==> src/rtl/hsv_arb_pkg.sv <==
// Shared constants and pixel/tag types for the hsv2rgb arbiter slice.
package hsv_arb_pkg;

  localparam int unsigned HSV2RGB_LAT = 10;
  // Wide enough for the largest supported requester count (8).
  localparam int unsigned TAG_ID_W    = 3;

  typedef struct packed {
    logic [7:0] h;
    logic [7:0] s;
    logic [7:0] v;
  } hsv_t;

  typedef struct packed {
    logic [7:0] r;
    logic [7:0] g;
    logic [7:0] b;
  } rgb_t;

  typedef struct packed {
    logic                vld;
    logic [TAG_ID_W-1:0] id;
  } tag_t;

  typedef enum logic [0:0] {
    StRun,
    StDrain
  } arb_state_e;

endpackage

==> src/rtl/hsv2rgb.sv <==
// Fixed-latency HSV to RGB converter: four arithmetic stages plus a delay line up to Lat.
// Not reset; the caller's tag pipe decides which results are meaningful.
module hsv2rgb
  import hsv_arb_pkg::*;
#(
  parameter int unsigned Lat = HSV2RGB_LAT
) (
  input  logic        clk_i,
  input  logic [23:0] hsv_i,
  output logic [23:0] rgb_o
);

  hsv_t pix;
  assign pix = hsv_i;

  logic [2:0] s1_reg_d, s1_reg_q, s2_reg_d, s2_reg_q, s3_reg_d, s3_reg_q;
  logic [7:0] s1_rem_d, s1_rem_q, s1_s_d, s1_s_q, s1_v_d, s1_v_q;
  logic [7:0] s2_v_d, s2_v_q, s2_p_d, s2_p_q, s2_sr_d, s2_sr_q, s2_srn_d, s2_srn_q;
  logic [7:0] s3_v_d, s3_v_q, s3_p_d, s3_p_q, s3_q_d, s3_q_q, s3_t_d, s3_t_q;
  rgb_t       s4_d, s4_q;

  always_comb begin
    // Hue splits into six 43-wide sectors; rem is the position within a sector scaled to 0..252.
    s1_reg_d = 3'(pix.h / 8'd43);
    s1_rem_d = (pix.h - 8'(s1_reg_d) * 8'd43) * 8'd6;
    s1_s_d   = pix.s;
    s1_v_d   = pix.v;

    s2_reg_d = s1_reg_q;
    s2_v_d   = s1_v_q;
    s2_p_d   = 8'((16'(s1_v_q) * 16'(8'd255 - s1_s_q)) >> 8);
    s2_sr_d  = 8'((16'(s1_s_q) * 16'(s1_rem_q)) >> 8);
    s2_srn_d = 8'((16'(s1_s_q) * 16'(8'd255 - s1_rem_q)) >> 8);

    s3_reg_d = s2_reg_q;
    s3_v_d   = s2_v_q;
    s3_p_d   = s2_p_q;
    s3_q_d   = 8'((16'(s2_v_q) * 16'(8'd255 - s2_sr_q)) >> 8);
    s3_t_d   = 8'((16'(s2_v_q) * 16'(8'd255 - s2_srn_q)) >> 8);

    case (s3_reg_q)
      3'd0:    s4_d = {s3_v_q, s3_t_q, s3_p_q};
      3'd1:    s4_d = {s3_q_q, s3_v_q, s3_p_q};
      3'd2:    s4_d = {s3_p_q, s3_v_q, s3_t_q};
      3'd3:    s4_d = {s3_p_q, s3_q_q, s3_v_q};
      3'd4:    s4_d = {s3_t_q, s3_p_q, s3_v_q};
      default: s4_d = {s3_v_q, s3_p_q, s3_q_q};
    endcase
  end

  always_ff @(posedge clk_i) begin
    s1_reg_q <= s1_reg_d;
    s1_rem_q <= s1_rem_d;
    s1_s_q   <= s1_s_d;
    s1_v_q   <= s1_v_d;
    s2_reg_q <= s2_reg_d;
    s2_v_q   <= s2_v_d;
    s2_p_q   <= s2_p_d;
    s2_sr_q  <= s2_sr_d;
    s2_srn_q <= s2_srn_d;
    s3_reg_q <= s3_reg_d;
    s3_v_q   <= s3_v_d;
    s3_p_q   <= s3_p_d;
    s3_q_q   <= s3_q_d;
    s3_t_q   <= s3_t_d;
    s4_q     <= s4_d;
  end

  if (Lat > 4) begin : g_dly
    rgb_t dly_q [Lat-4];
    rgb_t dly_d [Lat-4];

    always_comb begin
      dly_d[0] = s4_q;
      for (int unsigned i = 1; i < Lat - 4; i++) begin
        dly_d[i] = dly_q[i-1];
      end
    end

    always_ff @(posedge clk_i) begin
      dly_q <= dly_d;
    end

    assign rgb_o = dly_q[Lat-5];
  end else begin : g_nodly
    assign rgb_o = s4_q;
  end

endmodule

==> src/rtl/rr_arbiter.sv <==
// Combinational round-robin grant over NReq requesters with its pointer register.
// Search starts one past the last winner; the pointer only moves on a grant.
module rr_arbiter #(
  parameter int unsigned NReq = 4,
  localparam int unsigned IdxW = (NReq > 1) ? $clog2(NReq) : 1
) (
  input  logic            clk_i,
  input  logic            rst_i,
  input  logic            en_i,
  input  logic [NReq-1:0] valid_i,
  output logic [NReq-1:0] grant_o,
  output logic            gnt_o,
  output logic [IdxW-1:0] gnt_id_o
);

  logic [IdxW-1:0] ptr_q, ptr_d;
  logic [IdxW-1:0] cand;
  logic            found;
  int unsigned     idx;

  always_comb begin
    found    = 1'b0;
    gnt_id_o = '0;
    idx      = 0;
    cand     = '0;
    for (int unsigned k = 1; k <= NReq; k++) begin
      idx  = (32'(ptr_q) + k) % NReq;
      cand = IdxW'(idx);
      if (!found && valid_i[cand]) begin
        found    = 1'b1;
        gnt_id_o = cand;
      end
    end
  end

  assign gnt_o = en_i & found;

  always_comb begin
    grant_o = '0;
    if (gnt_o) begin
      grant_o[gnt_id_o] = 1'b1;
    end
    ptr_d = gnt_o ? gnt_id_o : ptr_q;
  end

  always_ff @(posedge clk_i) begin
    if (rst_i) begin
      ptr_q <= IdxW'(NReq - 1);
    end else begin
      ptr_q <= ptr_d;
    end
  end

endmodule

==> src/rtl/hsv2rgb_arbiter.sv <==
// Round-robin front end sharing one hsv2rgb pipeline among NREQ requesters, with a tag pipe.
// Define HSV2RGB_ARB_STATS_EN to add per-requester result counters (stat_cnt, stat_clr).
module hsv2rgb_arbiter
  import hsv_arb_pkg::*;
#(
  parameter int unsigned NREQ     = 4,
  parameter int unsigned PIPE_LAT = HSV2RGB_LAT
) (
  input  logic               clk,
  input  logic               rst,
  input  logic [NREQ-1:0]    req_valid,
  output logic [NREQ-1:0]    req_ready,
  input  logic [24*NREQ-1:0] req_hsv,
  input  logic               drain,
  output logic [NREQ-1:0]    rsp_valid,
  output logic [23:0]        rsp_rgb,
  output logic               idle
`ifdef HSV2RGB_ARB_STATS_EN
  ,
  input  logic               stat_clr,
  output logic [16*NREQ-1:0] stat_cnt
`endif
);

  localparam int unsigned IdxW = (NREQ > 1) ? $clog2(NREQ) : 1;

  arb_state_e      state_q, state_d;
  logic            arb_en;
  logic            transfer;
  logic [IdxW-1:0] gnt_id;
  logic [23:0]     pipe_hsv;
  tag_t            tag_q [PIPE_LAT];
  tag_t            tag_d [PIPE_LAT];
  logic            inflight;

  always_comb begin
    state_d = state_q;
    unique case (state_q)
      StRun:   if (drain)  state_d = StDrain;
      StDrain: if (!drain) state_d = StRun;
      default: state_d = StRun;
    endcase
  end

  always_ff @(posedge clk) begin
    if (rst) begin
      state_q <= StRun;
    end else begin
      state_q <= state_d;
    end
  end

  // A raised drain blocks grants in the same cycle, before the state register follows.
  assign arb_en = (state_q == StRun) & ~drain & ~rst;

  rr_arbiter #(
    .NReq (NREQ)
  ) u_arb (
    .clk_i    (clk),
    .rst_i    (rst),
    .en_i     (arb_en),
    .valid_i  (req_valid),
    .grant_o  (req_ready),
    .gnt_o    (transfer),
    .gnt_id_o (gnt_id)
  );

  always_comb begin
    pipe_hsv = '0;
    for (int i = 0; i < NREQ; i++) begin
      if (req_ready[i]) pipe_hsv = req_hsv[24*i +: 24];
    end
  end

  hsv2rgb #(
    .Lat (PIPE_LAT)
  ) u_cvt (
    .clk_i (clk),
    .hsv_i (pipe_hsv),
    .rgb_o (rsp_rgb)
  );

  always_comb begin
    tag_d[0] = {transfer, TAG_ID_W'(gnt_id)};
    for (int i = 1; i < PIPE_LAT; i++) begin
      tag_d[i] = tag_q[i-1];
    end
  end

  always_ff @(posedge clk) begin
    if (rst) begin
      for (int i = 0; i < PIPE_LAT; i++) tag_q[i] <= '0;
    end else begin
      tag_q <= tag_d;
    end
  end

  always_comb begin
    rsp_valid = '0;
    for (int i = 0; i < NREQ; i++) begin
      rsp_valid[i] = tag_q[PIPE_LAT-1].vld && (tag_q[PIPE_LAT-1].id == TAG_ID_W'(i));
    end
    inflight = 1'b0;
    for (int i = 0; i < PIPE_LAT; i++) begin
      inflight = inflight | tag_q[i].vld;
    end
  end

  assign idle = ~inflight & ~transfer;

`ifdef HSV2RGB_ARB_STATS_EN
  logic [15:0] cnt_q [NREQ];
  logic [15:0] cnt_d [NREQ];

  always_comb begin
    stat_cnt = '0;
    for (int i = 0; i < NREQ; i++) begin
      cnt_d[i] = cnt_q[i];
      if (stat_clr) begin
        cnt_d[i] = '0;
      end else if (rsp_valid[i] && (cnt_q[i] != 16'hFFFF)) begin
        cnt_d[i] = cnt_q[i] + 16'd1;
      end
      stat_cnt[16*i +: 16] = cnt_q[i];
    end
  end

  always_ff @(posedge clk) begin
    if (rst) begin
      for (int i = 0; i < NREQ; i++) cnt_q[i] <= '0;
    end else begin
      cnt_q <= cnt_d;
    end
  end
`endif

endmodule

==> config.mk <==
export PLATFORM = sky130hd
export DESIGN_NAME = hsv2rgb_arbiter
export DESIGN_NICKNAME = d
export VERILOG_FILES = /design/src/rtl/hsv_arb_pkg.sv /design/src/rtl/hsv2rgb.sv /design/src/rtl/rr_arbiter.sv /design/src/rtl/hsv2rgb_arbiter.sv
export SDC_FILE = /design/constraint.sdc
export NUM_CORES = 1
export LEC_CHECK = 0
export CORE_MARGIN = 10
export CORE_UTILIZATION = 57
export CTS_CLUSTER_SIZE = 8
export DETAILED_ROUTE_END_ITERATION = 16
export HOLD_SLACK_MARGIN = 0.08
export PLACE_DENSITY = 0.84
export SETUP_SLACK_MARGIN = 0.05
export SYNTH_ARGS = -nofsm -noshare
export SYNTH_HDL_FRONTEND = slang
export SYNTH_SLANG_ARGS = --single-unit
==> constraint.sdc <==
create_clock -name clk -period 20.7 [get_ports clk]
set_input_delay 3.105 -clock clk [delete_from_list [all_inputs] [get_ports clk]]
set_output_delay 3.105 -clock clk [all_outputs]
set_load 0.01 [all_outputs]
Word level (Yosys, flattened, before mapping)

Index checks and enable logic that the tools add are counted.

Output and inout port bits: 33
Logic and storage cells: 144
Bits of input ports: 103
Flip-flop bits (word level): 307

Eq/ne operators: 7
Reductions and logical operators: 13
Multipliers: 7
Div/mod/pow operators: 1
Order comparisons: 6
Mux-type cells: 25
Bitwise logic cells: 18
Add/sub/neg operators: 9

Operator list:

| kind                | count |
|---|---|
| $pmux 24 s5         | 1 |
| $mux 24             | 4 |
| $mul 8x16->16       | 4 |
| $sub 8x8->9 const A | 4 |
| $lt 2x3->1 const B  | 5 |
| $mul 8x7->15        | 1 |
| $eq 3x2->1 const B  | 4 |
| $mux 1              | 10 |
| $or 1x1->1          | 9 |
| $bmux 1 s2          | 4 |
| $div 8x6->8 const B | 1 |
| $logic_and 1x1->1   | 8 |
| $mul 3x6->8 const B | 1 |
| $mul 8x2->7 const B | 1 |
| $mux 2              | 4 |
| $sub 8x8->8         | 1 |
| $eq 3x1->1 const B  | 2 |
| $logic_not 3->1     | 2 |
| $not 1->1           | 5 |
| $add 2x1->2 const B | 2 |
| $add 2x2->2 const B | 2 |
| $and 1x1->1         | 4 |
| $mux 4              | 1 |
| $eq 3x3->1 const B  | 1 |
| 3 further kinds     | 5 |

Logic depth before layout (Yosys ltp)

Gate-level depths: netlist (run 1).

Word-level depth: 26
Gate-level depth with buffers: 33
Depth with buffers taken out: 31

Hierarchy

A second synthesis (run 1) with hierarchy kept.

Cells, all modules: 1840
Area, all modules: 18378.9 um^2

By module, submodules not included:

| module          | area an instance (um^2) | cells each | times used |
|---|---|---|---|
| hsv2rgb         | 16592.2                 | 1643       | 1 |
| hsv2rgb_arbiter | 1490.2                  | 164        | 1 |
| rr_arbiter      | 296.5                   | 33         | 1 |

Least setup slack after synthesis (run 1)

OpenSTA, ideal clock, no wires.

Path kind: input -> register
Start point: input port req_valid[3]
End point: register u_cvt.s1_rem_q[7]
Required time: 20.573 ns
Path slack: 11.528 ns
Library setup time: 0.127 ns
Buffers on the path: 2
Stages: 30
Arrival: 9.045 ns
Cell sequence: nor2b_2 > o21a_2 > buf_6 > o31a_1 > o32ai_2 > nor2_1 > buf_2 > o21a_1 > o22a_1 > ha_1 > nand2b_1 > and3_1 > a311oi_2 > nand3_1 > ha_1 > xor2_1 > ha_1 > ha_1 > nand3_1 > nor2_1 > and4_1 > or3_1 > o311ai_2 > ha_1 > a21oi_1 > xor2_1 > xnor2_1 > xnor2_1 > xnor2_1 > xnor2_1

Longest elaborated chain between the ends: 25
Elaborated cells between the ends (all ways): 37
Those cells by class: add/sub (1); mul (2); div (1); order compare (2); mux (23); bitwise (1); reduce/logical (7)

RTL lines:

| element                      | RTL line              | text |
|---|---|---|
| start, declared              | hsv2rgb_arbiter.sv:11 | `input logic [NREQ-1:0] req_valid,` |
| $bmux 1 s2                   | rr_arbiter.sv:29      | `if (!found && valid_i[cand]) begin` |
| $mux 1 (not written as such) | rr_arbiter.sv:29      |  |
| $mux 1                       | rr_arbiter.sv:29      |  |
| $logic_not 1->1              | rr_arbiter.sv:29      |  |
| $logic_and 1x1->1            | rr_arbiter.sv:29      |  |
| $mux 1                       | rr_arbiter.sv:29      |  |
| $logic_not 1->1              | rr_arbiter.sv:29      |  |
| $logic_and 1x1->1            | rr_arbiter.sv:29      |  |
| [9 not listed]               | --                    |  |
| $mux 24 (3 in series)        | hsv2rgb_arbiter.sv:71 | `if (req_ready[i]) pipe_hsv = req_hsv[24*i +: 24];` |
| $mux 24 (*)                  | hsv2rgb_arbiter.sv:71 |  |
| $div 8x6->8 (*)              | hsv2rgb.sv:24         | `s1_reg_d = 3'(pix.h / 8'd43);` |
| via u_cvt.s1_reg_d[0]        | hsv2rgb.sv:16         | `logic [2:0] s1_reg_d, s1_reg_q, s2_reg_d, s2_reg_q, s3_reg_d, s3_reg_q;` |
| $mul 3x6->8 (*)              | hsv2rgb.sv:25         | `s1_rem_d = (pix.h - 8'(s1_reg_d) * 8'd43) * 8'd6;` |
| $sub 8x8->8 (*)              | hsv2rgb.sv:25         |  |
| $mul 8x2->7 (*)              | hsv2rgb.sv:25         |  |
| via u_cvt.s1_rem_d[7]        | hsv2rgb.sv:17         | `logic [7:0] s1_rem_d, s1_rem_q, s1_s_d, s1_s_q, s1_v_d, s1_v_q;` |
| end signal, assigned         | hsv2rgb.sv:53         | `s1_rem_q <= s1_rem_d;` |
| end, declared                | hsv2rgb.sv:17         |  |

Mark *: on every way through the listed nets, which the timed path passes. The rest lies on a longest branch. The select of a mux whose other input is x is not followed.
A chain may end at the register's enable or synchronous reset.

Final worst setup path (run 1)

Start point: input port req_valid[1]
End point: register u_cvt.s1_rem_q[7]

The elaborated chain is that of the path after synthesis.

==> results of run 1 <==
[metal layers]
metal  vias up  GRT usage
met2       365      0.361
met5         -          0
li1       6001          -
met3        64     0.0434
met4         0     0.0625
met1      6179      0.231
[state kept, by name, indices dropped and copies added (netlist names)]
name / flops
state_q: 1
tag_d: 27
tag_q: 3
u_arb.ptr_q: 2
u_cvt.g_dly.dly_d: 144
u_cvt.rgb_o: 24
u_cvt.s1_reg_q: 3
u_cvt.s1_rem_q: 7
u_cvt.s1_s_q: 8
u_cvt.s1_v_q: 8
u_cvt.s2_p_q: 8
u_cvt.s2_reg_q: 3
u_cvt.s2_sr_q: 8
u_cvt.s2_srn_q: 8
u_cvt.s2_v_q: 8
u_cvt.s3_p_q: 8
u_cvt.s3_q_q: 8
u_cvt.s3_reg_q: 3
u_cvt.s3_t_q: 8
u_cvt.s3_v_q: 8
[report_power, final]
part | leakage, nW | switching [mW] | internal (mW)
Clock | 0.579 | 0.234 | 0.376
Sequential | 2.45 | 0.117 | 0.722
Combinational | 7.47 | 0.311 | 0.291
Total | 10.5 | 0.662 | 1.39
[cells in the final DEF, fill, tap and decap left out, types with 4 or more instances in the layout]
master,n
a221o_1,9
a41oi_1,4
mux2i_1,48
mux2_2,8
nor3b_1,10
nand4_1,5
and2_1,38
a21oi_1,58
ha_1,181
nor2_1,55
fa_1,171
nand2b_1,94
a32oi_1,9
nand3_1,10
nand2_1,52
a21o_1,37
o21bai_1,11
xnor2_1,22
nor3_1,8
o31ai_1,8
a211oi_1,35
nor2b_1,178
xor2_1,37
clkbuf_16,43
inv_1,249
dfxtp_1,296
buf_4,10
o21ai_0,12
clkdlybuf4s50_1,135
nor4_1,5
[worst paths after layout]
| kind | from | to | slack [ns] | cells past startpoint |
|---|---|---|---|---|
| min | u_cvt.g_dly.dly_d[55]$_DFF_P_ | u_cvt.g_dly.dly_d[31]$_DFF_P_ | 0.31 | 0 |
| min reg2reg | u_cvt.g_dly.dly_d[55]$_DFF_P_ | u_cvt.g_dly.dly_d[31]$_DFF_P_ | 0.31 | 0 |
| max reg2reg | u_arb.ptr_q[0]$_SDFFE_PP1P_ | u_cvt.s1_rem_q[7]$_DFF_P_ | 13.19 | 28 |
| max | req_valid[1] | u_cvt.s1_rem_q[7]$_DFF_P_ | 10.48 | 29 |
[critical path: cells and delay by family]
kind / cells / cell delay (ns)
AOI/OAI and AO/OA: 8 / 2.35
xor gates and xnor gates: 6 / 0.95
and+or+nand+nor: 9 / 2.03
adders and majority gates: 5 / 1.61
buffers and inverters: 1 / 0.58
[area by class of cell]
| cell class | count | share of cell area |
|---|---|---|
| Clock inverter | 4 | 0.00355 |
| Tap cell | 402 | 0.0238 |
| Inverter | 250 | 0.0443 |
| Timing Repair Buffer | 145 | 0.0674 |
| Clock buffer | 45 | 0.0521 |
| Multi-Input combinational cell | 1171 | 0.528 |
| Sequential cell | 297 | 0.281 |
[through the flow]
stage / setup slack, ns / utilization / total power, mW
2_1_floorplan: 11.53 / - / 1.24
3_3_place_gp: 10.23 / 0.630 / 1.41
3_5_place_dp: 9.97 / 0.630 / 1.45
4_1_cts: 10.53 / 0.668 / 2.08
5_1_grt: 10.00 / 0.668 / 2.20
6_report: 10.48 / 0.668 / 2.05
[kinds of logic after synthesis]
logic type      after synthesis  share of synthesized area
fa+ha+maj                   352                      0.309
simple gates                479                      0.150
flops                       297                      0.323
mux                          57                     0.0318
compound gates              224                     0.0883
buf+inv                     326                     0.0690
xor+xnor                     59                     0.0281
==> impl_results.md, run 1 <==
* Status: completed
* Port bufs at between 100 and 150
* TNS Setup at 0 ns
* Met3 routed WL at 2.34 mm
* Most frequent CP cell: ha_1
* Post-CTS Resized at 0
* # diodes at 0
* Initial antenna violation count at 0
* Most numerous cell in the Yosys netlist: dfxtp_1
* Root Buffer: clkbuf_16
* Final Cell Area at 21200 um^2
* Final wirelength at around 39 mm
* CP max FO at 11
* Drc violations at 0
* Initial Util at 0.580
* Synth Flop Type: dfxtp_1
* Clock tree buffer depth at 3
* Fraction of layout cells with a size suffix above 1 at 0.0465
* Die ar. at around 40000 um^2
* Worst-Margin Slew at around 1.1 ns
* Chip height at 200 um
* RSZ-0062 raised after global routing: false
* Dpl hpwl at 28.7 mm
* Placed cells at 2265
* Clk_lat worst skew at 0.54 ns
* WL per Instance at approximately 17 um
* Peak VDD IR at 0.0679 mV
* Min cycle time layout at 10.22 ns
* EDFF count, synth at 0
* CTS Hold Bufs at 0
* Die X at 200 um
* Post-Syn Instances at between 1500 and 2000
* Num rows at 65
* CP Launch Type: input pin
* #FFs+latches synth at 297
* Final Slew Violations at 0
* Area contributors post-synth: dfxtp_1, fa_1, ha_1, nor2b_1, inv_1
* Largest net degree at the start of global routing at 59
* Post-synth ARST share at 0
* TritonCTS clock tree: yes
* NumNets Final at 2363
* # IOs at 136
* Met1 Routed Length at around 16 mm
* Reg clk slew, reported paths at 0.06 ns
* Core area at 31700 um^2
* Synth warn at 0
* Top cell types by occurrence after synthesis: dfxtp_1, inv_1, ha_1, nor2b_1, fa_1
* Max Cap Violations at 0
* Syn Nets at 2249
* WP data required at 21.13 ns
* Average cell area after synthesis at between 10 and 15 um^2
* Final Skew at roughly 0.021 ns
* Vias in the first global route at 13900
* Critical Path AT at approximately 11 ns
* FF/Latch Area at just under 6000 um^2
* Fill cells at 2363
* Drt first pass iters at 5
* Mapped Area at about 18000 um^2
* Sequential fraction of the synthesis area at 0.323
* RePlAce Congestion at 0.885
* Multi-input logic area at 11200 um^2
* First-pass GRT wire length at between 60 and 70 mm
* Worst hold-check slack at 0.315 ns
* P&R area growth vs syn at 15.1%
* Vias at 12600
* CP peak stage delay at 0.79 ns
* Post-synth top area share at 0.323
* Cts bufs inserted at 43
* Placed inst area at 20000 um^2
* CTS H-tree lvls at 2
* # setup viols final at 0
* CP endpoint kind: flop
* Period utilization at 0.494
* Final Hold Fails at 0
* Vias per cell at 5.45
* Global route overflow at 0
* Num Clock Sinks at 297
* Highest metal used: met4
* Post-DRT Antenna Nets at 0
* Setup Buffers After CTS at 0
* Netlist cell types at 81
* Final cell count without fillers at 2314
* Metal2 WL at 19.8 mm
* Critical path type: in2reg
* Rel. slew slack at 0.265
* LEAKAGE at 10.5 nW
* PwrDens at between 90 and 100 nW/um^2
* Slowest-stage cell, CP: a21oi_1
* Drt first-iter violations at 651
* Most area-hungry cell type in the Yosys netlist: dfxtp_1
* Fmax at 97.9 MHz
* Worst Hold Class: reg2reg
* Gr usage total at 0.200
(Power assumes the default switching activity.)
==> run 2: changes to the inputs <==
==> constraint.sdc (replaced) <==
create_clock -name clk -period 10.7 [get_ports clk]
set_input_delay 1.605 -clock clk [delete_from_list [all_inputs] [get_ports clk]]
set_output_delay 1.605 -clock clk [all_outputs]
set_load 0.01 [all_outputs]
==> impl_results.md, run 2 (synthesis results as in run 1) <==
* Status: completed
* Most frequent CP cell: ha_1
* Period utilization at 0.826
* Die ar. at approximately 40000 um^2
* First-pass GRT wire length at 65.4 mm
* Fraction of layout cells with a size suffix above 1 at 0.0460
* Drt first pass iters at 5
* Sw frac at 0.323
* Vias at 12600
* NumNets Final at 2363
* Critical path type: in2reg
* Worst hold-check slack at ~0.32 ns
* Commonest non-fill, non-tap cell in the layout: dfxtp_1
* Root Buffer: clkbuf_16
* Min cycle time layout at 8.83 ns
* Commonest cells after routing, fill and taps aside: dfxtp_1, inv_1, ha_1
* # diodes at 0
* CP Launch Type: input pin
* Rel. slew slack at 0.266
* Core area at between 30000 and 40000 um^2
* # IOs at 136
* # setup viols final at 0
* Cell family with most CP delay: compound AO/OA/AOI/OAI gates
* Final Hold Fails at 0
* Sw power at 1.28 mW
* Fmax at 113 MHz
* Slowest-stage cell, CP: a21oi_1
* RSZ-0062 raised after global routing: false
* WL per Instance at 16.9 um
* LEAKAGE at 10.5 nW
* Gr usage total at 0.201
* Final wirelength at 39.1 mm
* Critical Path AT at 9.25 ns
* Global route overflow at 0
* Chip height at 200 um
* Clk_lat worst skew at 0.54 ns
* RePlAce Congestion at 0.903
* Part of the power in registers at 0.410
* P&R area growth vs syn at 15.0%
* Num Clock Sinks at 297
* CP peak stage delay at 0.80 ns
* PwrDens at 187 nW/um^2
* Setup Buffers After CTS at 0
* Cts bufs inserted at 43
* Number of flip-flops in the largest register at 144
* Drt first-iter violations at 730
* Clock tree buffer depth at 3
* Initial Util at 0.580
* Peak VDD IR at 0.119 mV
* Drc violations at 0
* Port bufs at around 140
* WP data required at 11.12 ns
* Critical path buffers and inverters at 1
* Clock network power share at 0.294
* Largest net degree at the start of global routing at 59
* Combinational power share at 0.296
* Max Cap Violations at 0
* CP max FO at 11
* Final Slew Violations at 0
* Num rows at 65
* Die X at about 200 um
* Vias per cell at 5.46
* Final Skew at 0.0260 ns
* Vias in the first global route at 13700
* Fill cells at approximately 2300
* Reg clk slew, reported paths at roughly 0.05 ns
* TritonCTS clock tree: yes
* Dpl hpwl at 28.5 mm
* CTS Hold Bufs at 0
* Power Internal at 2.68 mW
* CP endpoint kind: flop
* Post-DRT Antenna Nets at 0
* Worst-Margin Slew at 1.10 ns
* Initial antenna violation count at 0
* CTS H-tree lvls at 2
* Worst Hold Class: reg2reg
* TNS Setup at 0 ns
* Post-CTS Resized at 0
## run 2: final cells by class
type                            instances  area (um^2)  area share
Sequential cell                       297         5950       0.281
Timing Repair Buffer                  145         1430      0.0674
Clock inverter                          4         60.1     0.00284
Inverter                              250          938      0.0444
Multi-Input combinational cell       1171        11200       0.529
Clock buffer                           46         1100      0.0519
Tap cell                              402          503      0.0238
## run 2: layer usage
layer / up-vias / GRT usage / routed length (um)
met2: 395 / 0.364 / 20000
met5: - / 0 / 0
met3: 65 / 0.0468 / 2560
met1: 6184 / 0.233 / 15700
li1: 5992 / - / -
met4: 0 / 0.0536 / 794
## run 2: worst paths after layout
path	start	end	slack, ns	depth (start not counted)
max	req_valid[1]	u_cvt.s1_rem_q[7]$_DFF_P_	1.87	29
min	u_cvt.g_dly.dly_d[93]$_DFF_P_	u_cvt.g_dly.dly_d[69]$_DFF_P_	0.32	0
max reg2reg	u_arb.ptr_q[0]$_SDFFE_PP1P_	u_cvt.s1_rem_q[7]$_DFF_P_	3.10	28
min reg2reg	u_cvt.g_dly.dly_d[93]$_DFF_P_	u_cvt.g_dly.dly_d[69]$_DFF_P_	0.32	0
## run 2: power by group through the flow
stage               logic [mW]  clock network (mW)  registers [mW]
floorplan                0.885                   0            1.52
global placement          1.11                   0            1.62
detailed placement        1.17                   0            1.63
CTS                       1.18                1.19            1.63
global route              1.34                1.24            1.65
finish                    1.17                1.16            1.62
## run 2: stage by stage
step | setup slack [ns] | power (mW) | area [um^2] | cells | utilization
final | 1.87 | 3.96 | 21200 | 2315 | 0.667
after global routing | 1.25 | 4.23 | 21200 | 2315 | 0.667
after CTS | 1.93 | 4.00 | 21200 | 2315 | 0.667
after detailed placement | 1.40 | 2.80 | 20000 | 2265 | 0.630
after global placement | 1.73 | 2.73 | 20000 | 2265 | 0.630
after floorplan | 3.03 | 2.40 | 18400 | 1794 | -
==> run 3: changes to the inputs <==
--- a/config.mk
+++ b/config.mk
@@ -6,11 +6,11 @@
 export NUM_CORES = 1
 export LEC_CHECK = 0
 export CORE_MARGIN = 10
-export CORE_UTILIZATION = 57
+export CORE_UTILIZATION = 54
 export CTS_CLUSTER_SIZE = 8
 export DETAILED_ROUTE_END_ITERATION = 16
 export HOLD_SLACK_MARGIN = 0.08
-export PLACE_DENSITY = 0.84
+export PLACE_DENSITY = 0.83
 export SETUP_SLACK_MARGIN = 0.05
 export SYNTH_ARGS = -nofsm -noshare
 export SYNTH_HDL_FRONTEND = slang
==> constraint.sdc (replaced) <==
create_clock -name clk -period 7.5 [get_ports clk]
set_input_delay 1.125 -clock clk [delete_from_list [all_inputs] [get_ports clk]]
set_output_delay 1.125 -clock clk [all_outputs]
set_load 0.01 [all_outputs]
==> impl_results.md, run 3 (synthesis results as in run 1) <==
* Critical path type: in2reg
* CP endpoint kind: flop
* Drt first pass iters at 5
* Vias in the first global route at 13800
* CTS H-tree lvls at 2
* Core area at 33500 um^2
* Die ar. at ~42000 um^2
* Vias per cell at about 5.3
* Status: completed
* Number of flip-flops in the largest register at 144
* # IOs at 136
* CP peak stage delay at 0.57 ns
* Period utilization at 0.948
* First-pass GRT wire length at 65.6 mm
* Cts bufs inserted at 43
* Fmax at 141 MHz
* Final Skew at 0.0408 ns
* Reg clk slew, reported paths at ~0.050 ns
* Num rows at 67
* Gr usage total at 0.188
* Commonest cells after routing, fill and taps aside: dfxtp_1, inv_1, nor2b_1, ha_1, fa_1
* Global route overflow at 0
* Port bufs at 135
* # setup viols final at 0
* Vias at 12700
* Slowest-stage cell, CP: or4b_1
* Peak VDD IR at roughly 0.25 mV
* CP Launch Type: input pin
* CP max FO at 10
* Final cell count without fillers at 2404
* Initial Util at 0.549
* Power Internal at 3.93 mW
* Final Slew Violations at 0
* Num Clock Sinks at 297
* Fill cells at about 2600
* # diodes at 0
* Min cycle time layout at just over 7 ns
* Final wirelength at around 39 mm
* Sw frac at 0.323
* Critical Path AT at 7.56 ns
* Root Buffer: clkbuf_16
* Power consumption at 5.80 mW
* Die X at ~200 um
* TritonCTS clock tree: yes
* RePlAce Congestion at 0.860
* Rel. slew slack at 0.271
* Placed cells at 2355
* PwrDens at 268 nW/um^2
* Final Hold Fails at 0
* Part of the power in registers at 0.400
* WL per Instance at ~16 um
* NumNets Final at 2408
* RSZ-0062 raised after global routing: false
* Combinational power share at 0.309
* Largest net degree at the start of global routing at 59
* Place WS at -0.339 ns
* Most frequent CP cell: xnor2_1
* CTS Hold Bufs at 0
* Worst-Margin Slew at 1.09 ns
* Fraction of layout cells with a size suffix above 1 at 0.0757
* Drt first-iter violations at 713
* Sw power at between 1.5 and 2 mW
* Worst hold-check slack at 0.293 ns
* Dpl hpwl at approximately 29 mm
* Initial antenna violation count at 0
* Worst Hold Class: reg2reg
* Clock tree buffer depth at 3
* Commonest non-fill, non-tap cell in the layout: dfxtp_1
* Chip height at 205 um
* Clk_lat worst skew at 0.55 ns
* Max Cap Violations at 0
* Clock network power share at 0.290
* P&R area growth vs syn at 17.7%
* Drc violations at 0
* Post-DRT Antenna Nets at 0
* LEAKAGE at 10.7 nW
* WP data required at around 8.0 ns
* Post-route setup slack at 0.387 ns
==> run 3: changes by cell type in the layout (fill, tap and decap cells not counted), sizes merged <==
cell / change
buf: +45
bufinv: +1
clkbuf: -3
clkinv: -2
inv: +2
==> run 3: worst paths after layout <==
path	start	endpoint	slack [ns]	cells after the start
max	req_valid[1]	u_cvt.s1_rem_q[7]$_DFF_P_	0.39	31
min	u_cvt.g_dly.dly_d[136]$_DFF_P_	u_cvt.g_dly.dly_d[112]$_DFF_P_	0.29	0
max reg2reg	u_arb.ptr_q[0]$_SDFFE_PP1P_	u_cvt.s1_rem_q[7]$_DFF_P_	1.16	29
min reg2reg	u_cvt.g_dly.dly_d[136]$_DFF_P_	u_cvt.g_dly.dly_d[112]$_DFF_P_	0.29	0
==> run 3: repair_timing <==
action / CTS / global route
resized for setup: 0 / 18
endpoints found under the hold margin: 0 / 0
buffers inserted: 0 / 1
setup endpoints to repair: 0 / 1
==> run 3: metal layers <==
| metal | vias up | track usage | routed length (um) |
|---|---|---|---|
| li1 | 6077 | - | - |
| met1 | 6226 | 0.226 | 16600 |
| met2 | 311 | 0.332 | 19700 |
| met3 | 56 | 0.0373 | 2040 |
| met4 | 0 | 0.0579 | 827 |
| met5 | - | 0 | 0 |
==> run 3: area by class of cell <==
type | count | area [um^2] | area share
Clock buffer | 43 | 1080 | 0.0497
Clock inverter | 5 | 83.8 | 0.00387
Inverter | 250 | 938 | 0.0433
Multi-Input combinational cell | 1171 | 11300 | 0.521
Sequential cell | 297 | 5950 | 0.275
Tap cell | 448 | 561 | 0.0259
Timing Repair Buffer | 190 | 1760 | 0.0815
==> run 3: worst max-delay path, delay by kind of cell <==
family | cells | cell delay [ns]
compound gates | 9 | 1.52
xor+xnor | 6 | 0.97
fa+ha+maj | 5 | 1.34
buf+inv | 3 | 0.90
simple gates | 8 | 1.71
==> run 3: stage by stage <==
step,cell area [um^2],utilization,setup TNS [ns]
2_1_floorplan,18400,-,0
3_3_place_gp,20400,0.608,-0.122
3_5_place_dp,20400,0.608,-0.339
4_1_cts,21500,0.643,0
5_1_grt,21700,0.646,0
6_report,21700,0.646,0
==> run 3: power by group through the flow <==
stage | sequential (mW) | clock (mW) | combinational (mW)
after floorplan | 2.17 | 0 | 1.26
after global placement | 2.32 | 0 | 1.68
after detailed placement | 2.35 | 0 | 1.75
after CTS | 2.33 | 1.72 | 1.77
after global routing | 2.37 | 1.79 | 2.04
final | 2.32 | 1.68 | 1.79
